`config.mk`:
```
export PLATFORM = sky130hd
export DESIGN_NAME = rah_result_collector
export DESIGN_NICKNAME = d
export VERILOG_FILES = /design/src/rtl/rah_pkg.sv /design/src/rtl/rah_result_collector.sv
export SDC_FILE = /design/constraint.sdc
export NUM_CORES = 1
export LEC_CHECK = 0
export ABC_AREA = 1
export BUFFER_PORTS_ARGS = -buffer_cell sky130_fd_sc_hd__buf_4
export CORE_AREA = 5 5 155 157
export DETAILED_ROUTE_END_ITERATION = 6
export DIE_AREA = 0 0 160 162
export GPL_ROUTABILITY_DRIVEN = 0
export PLACE_DENSITY_LB_ADDON = 0.3
export SLEW_MARGIN = 0
export SYNTH_ARGS = -nofsm -noshare
export SYNTH_HDL_FRONTEND = slang
export SYNTH_SLANG_ARGS = --single-unit
```
`constraint.sdc`:
```
create_clock -name clk -period 1.5 [get_ports clk]
set_input_delay 0.075 -clock clk [delete_from_list [all_inputs] [get_ports clk]]
set_output_delay 0.075 -clock clk [all_outputs]
set_load 0.1 [all_outputs]
```
`src/rtl/rah_pkg.sv`:
```
// Shared constants for the result FIFO: word width, words per bundle and slice order.
// Used by both the divider-side writer and the reader-side collector.
package rah_pkg;

    localparam int RAH_DATA_W = 48;
    localparam int RAH_WORDS  = 3;
    localparam int RAH_BUN_W  = RAH_DATA_W * RAH_WORDS;
    localparam int RAH_CNT_W  = 16;

    // Word idx of a bundle (0 = first read) occupies bits [lsb +: data_w]; word 0 is the top slice.
    function automatic int slot_lsb(input int idx, input int words, input int data_w);
        return (words - 1 - idx) * data_w;
    endfunction

endpackage

```
`src/rtl/rah_result_collector.sv`:
```
// Reader end of the result FIFO: gathers WORDS consecutive words into one bundle
// and presents it on a valid/ready output register.
module rah_result_collector
    import rah_pkg::*;
#(
    parameter int DATA_W = RAH_DATA_W,
    parameter int WORDS  = RAH_WORDS,
    parameter int BUN_W  = DATA_W * WORDS
) (
    input  logic              clk,
    input  logic              rst_n,
    input  logic              empty,
    output logic              rd_en,
    input  logic [DATA_W-1:0] rd_data,
    input  logic              flush,
    output logic              out_valid,
    input  logic              out_ready,
    output logic [BUN_W-1:0]  out_data,
    output logic [15:0]       bundle_cnt
);

    localparam int IDX_W = $clog2(WORDS + 1);
    localparam logic [IDX_W-1:0] FULL = IDX_W'(WORDS);

    logic [IDX_W-1:0] req_cnt;
    logic [IDX_W-1:0] cap_cnt;
    logic             rd_vld;
    logic [BUN_W-1:0] staging;
    logic             xfer;

    // rst_n is folded in so no read strobe escapes while the counters are held in reset.
    assign rd_en = rst_n & ~empty & ~flush & (req_cnt < FULL);
    assign xfer  = (cap_cnt == FULL) & (~out_valid | out_ready);

    // NOTE: state registers use non-blocking assignments so every flop samples pre-edge values.
    always_ff @(posedge clk or negedge rst_n) begin
        if (!rst_n) begin
            req_cnt <= '0;
            cap_cnt <= '0;
            rd_vld  <= 1'b0;
            staging <= '0;
        end else begin
            rd_vld <= rd_en;
            if (flush) begin
                req_cnt <= '0;
                cap_cnt <= '0;
                staging <= '0;
            end else if (xfer) begin
                req_cnt <= '0;
                cap_cnt <= '0;
            end else begin
                if (rd_en) begin
                    req_cnt <= req_cnt + IDX_W'(1);
                end
                if (rd_vld) begin
                    for (int i = 0; i < WORDS; i++) begin
                        if (cap_cnt == IDX_W'(i)) begin
                            staging[slot_lsb(i, WORDS, DATA_W) +: DATA_W] <= rd_data;
                        end
                    end
                    cap_cnt <= cap_cnt + IDX_W'(1);
                end
            end
        end
    end

    // Output register is independent of flush: a presented bundle is never withdrawn.
    always_ff @(posedge clk or negedge rst_n) begin
        if (!rst_n) begin
            out_valid  <= 1'b0;
            out_data   <= '0;
            bundle_cnt <= '0;
        end else begin
            if (xfer) begin
                out_data  <= staging;
                out_valid <= 1'b1;
            end else if (out_valid && out_ready) begin
                out_valid <= 1'b0;
            end
            if (out_valid && out_ready) begin
                bundle_cnt <= bundle_cnt + 16'd1;
            end
        end
    end

endmodule

```
==> qor.csv <==
metric,value,unit
cp-start-kind,register,
cts.sinks,310,
setup_slack,-194,ps
cpPeakStageDelay,380,ps
violations,negative setup slack,
drc,0,
tightestPinTransition,879,ps
antenna_found_initial,1,
seqCellArea,7790,um2
fmax,590,MHz
met2_usage,37.7,%
busiest_layer,met2,
start_util,55.0,%
insertion_delay,540,ps
vias,9457,
wire_per_inst,15.9,um
p_per_area,1880,nW/um2
synth_cell_type_count,23,
die_h,162,um
htreeDepth,1,
synthCells,1296,
async_flop_share,100,%
synth.net_count,1355,
overflow,0,
finalPower,30.1,mW
fin_hold_ws,323,ps
maxCapViolations,0,
dieArea,25900,um2
cts_root_buf,clkbuf_16,
area_growth,30.4,%
drive_gt1_share,22.4,%
drtAntennaViolNets,0,
crit_type,reg2out,
fillers,1588,
skew,16.6,ps
io_pins,215,
grt_pass1_wl,48300,um
final_core_util,71.8,%
crit_arrival,1620,ps
setup_violations,19,
use_met3,4.62,%
rsz0062_at_grt,yes,
die_w,160,um
critPathCaptureType,output port,
syn_area,12300,um2
status,finished with violations,
nets,1617,
period_share,113,%
clockBufferDepth,3,
seq_area_frac_synth,63.0,%
leakagePower,8.04,nW
crit_chain,ha_2 -> nor2_2 -> nand3_2 -> clkinvlp_4 -> buf_12,
grt_use_total,22.3,%
vias_per_cell,5.07,
placeableCoreArea,22400,um2
maxSlewHeadroom,41.4,%
period_needed,1690,ps
cts_tree,yes,
cp_slowest_cell,dfrtp_1,
hpwl,18100,um
grt_pass1_vias,9538,
finalWirelength,29700,um
vdd_ir_drop_max,1230,uV
yosysTopAreaCellShare,63.0,%
synthTopCellsByCount,"nand2_1 (314), dfrtp_1 (310), inv_1 (205), o21ai_0 (167), o21ai_1 (104)",
grtUsageMet1,30.0,%
synth_top_area_cell,dfrtp_1,
netlist_top_cells_area,"dfrtp_1 (63%), nand2_1 (9.6%), o21ai_0 (6.8%), inv_1 (6.3%), o21ai_1 (4.2%)",
synth.most_common_cell,nand2_1,
cts_buffers,31,
hold_viol_final,0,
yosysWarnings,0,
rows,55,
drtIter0Drc,600,
dr.pass1.iters,5,
io_buffers,214,
synth_ff_type,dfrtp_1,
cp_data_required_time,1420,ps
ys_seq_elements,310,
multi_input_area,3370,um2
synth-edff-count,0,
hold_class,in2async,
syn_avg_cell_area,9.50,um2
grt_max_degree,164,
path_clk_slew,60,ps
final-max-slew-violation-count,0,
worstPathMaxFanout,2,
==> power breakdown <==
| part | internal, mW | total, mW | switching [mW] | leakage, nW |
|---|---|---|---|---|
| combinational | 2.29 | 11.8 | 9.56 | 3.48 |
| clock | 4.54 | 7.67 | 3.13 | 0.510 |
| sequential | 9.75 | 10.6 | 0.830 | 4.05 |
==> path summary, 6_finish.rpt <==
check | slack [ps] | from | depth (start not counted) | end
worst min-delay path | 320 | rst_n | 3 | staging[62]
worst min register to register | 480 | out_data[78] | 2 | out_data[78]
max in group asynchronous | 450 | rst_n | 3 | bundle_cnt[2]
worst max-delay path | -190 | req_cnt[1] | 5 | rd_en
worst max register to register | -60 | cap_cnt[1] | 6 | staging[51]
min in group clk | 410 | out_ready | 4 | bundle_cnt[2]
==> worst max-delay path, delay by kind of cell (launching register included) <==
family	cells	cell delay (ps)
DFF	1	380
and+or+nand+nor	2	220
adders and majority gates	1	180
buffers and inverters	2	290
==> what timing repair did <==
item | CTS | global route
hold buffers | 52 | 0
endpoints found under the setup margin | 39 | 130
gates cloned | 3 | 4
buffers inserted | 2 | 0
endpoints found under the hold margin | 463 | 0
pin swaps | 5 | 2
resized for setup | 11 | 3
==> logic make-up (layout without fill, tap and decap cells) <==
kind of cell | after synthesis | after routing | share of synthesized area, %
buffers and inverters | 274 | 559 | 10.2
DFF | 310 | 310 | 63.0
other | 0 | 1 | 0
adders and majority gates | 6 | 6 | 0.610
xor gates and xnor gates | 11 | 11 | 0.783
AOI/OAI and AO/OA | 295 | 295 | 12.7
and+or+nand+nor | 399 | 399 | 12.7
muxes | 1 | 1 | 0.0915
==> cell usage in the layout, fill, tap and decap left out, types with 22 or more instances in the layout <==
cell / synthesis / layout
nand2_1: 314 / 314
dlygate4sd3_1: 0 / 52
inv_1: 205 / 204
dfrtp_1: 310 / 294
nor2_1: 63 / 60
o21ai_1: 104 / 104
buf_4: 0 / 219
o21ai_0: 167 / 167
clkbuf_16: 0 / 35
o21ai_2: 22 / 22
==> stage by stage <==
stage | cell area [um2] | TNS (ps) | worst slack (ps) | instances
5_1_grt | 16100 | -9800 | -260 | 1867
6_report | 16100 | -980 | -194 | 1867
3_3_place_gp | 14300 | 0 | 55.8 | 1749
3_5_place_dp | 14300 | -52.3 | -17.1 | 1749
4_1_cts | 15900 | -1470 | -221 | 1862
2_1_floorplan | 12400 | -47.2 | -47.2 | 1296
==> state kept, by name, summed over array words and instances, names as in the netlist <==
name and flops:
staging 144, out_data 144, cap_cnt 2, bundle_cnt 16
req_cnt 2, rd_vld 1, out_valid 1
==> final cells by class <==
cell class	instances	area share [%]
Clock inverter	15	0.974
Clock buffer	41	5.38
Inverter	206	4.84
Sequential cell	310	48.5
Timing Repair Buffer	297	17.1
Tap cell	285	2.22
Multi-Input combinational cell	712	21.0
Antenna cell	1	0.0156
==> metal layers <==
metal	up-vias	wire length (um)
li1	4525	-
met4	0	583
met2	292	14800
met5	-	0
met3	47	1860
met1	4593	12500
(Power assumes the default switching activity.)
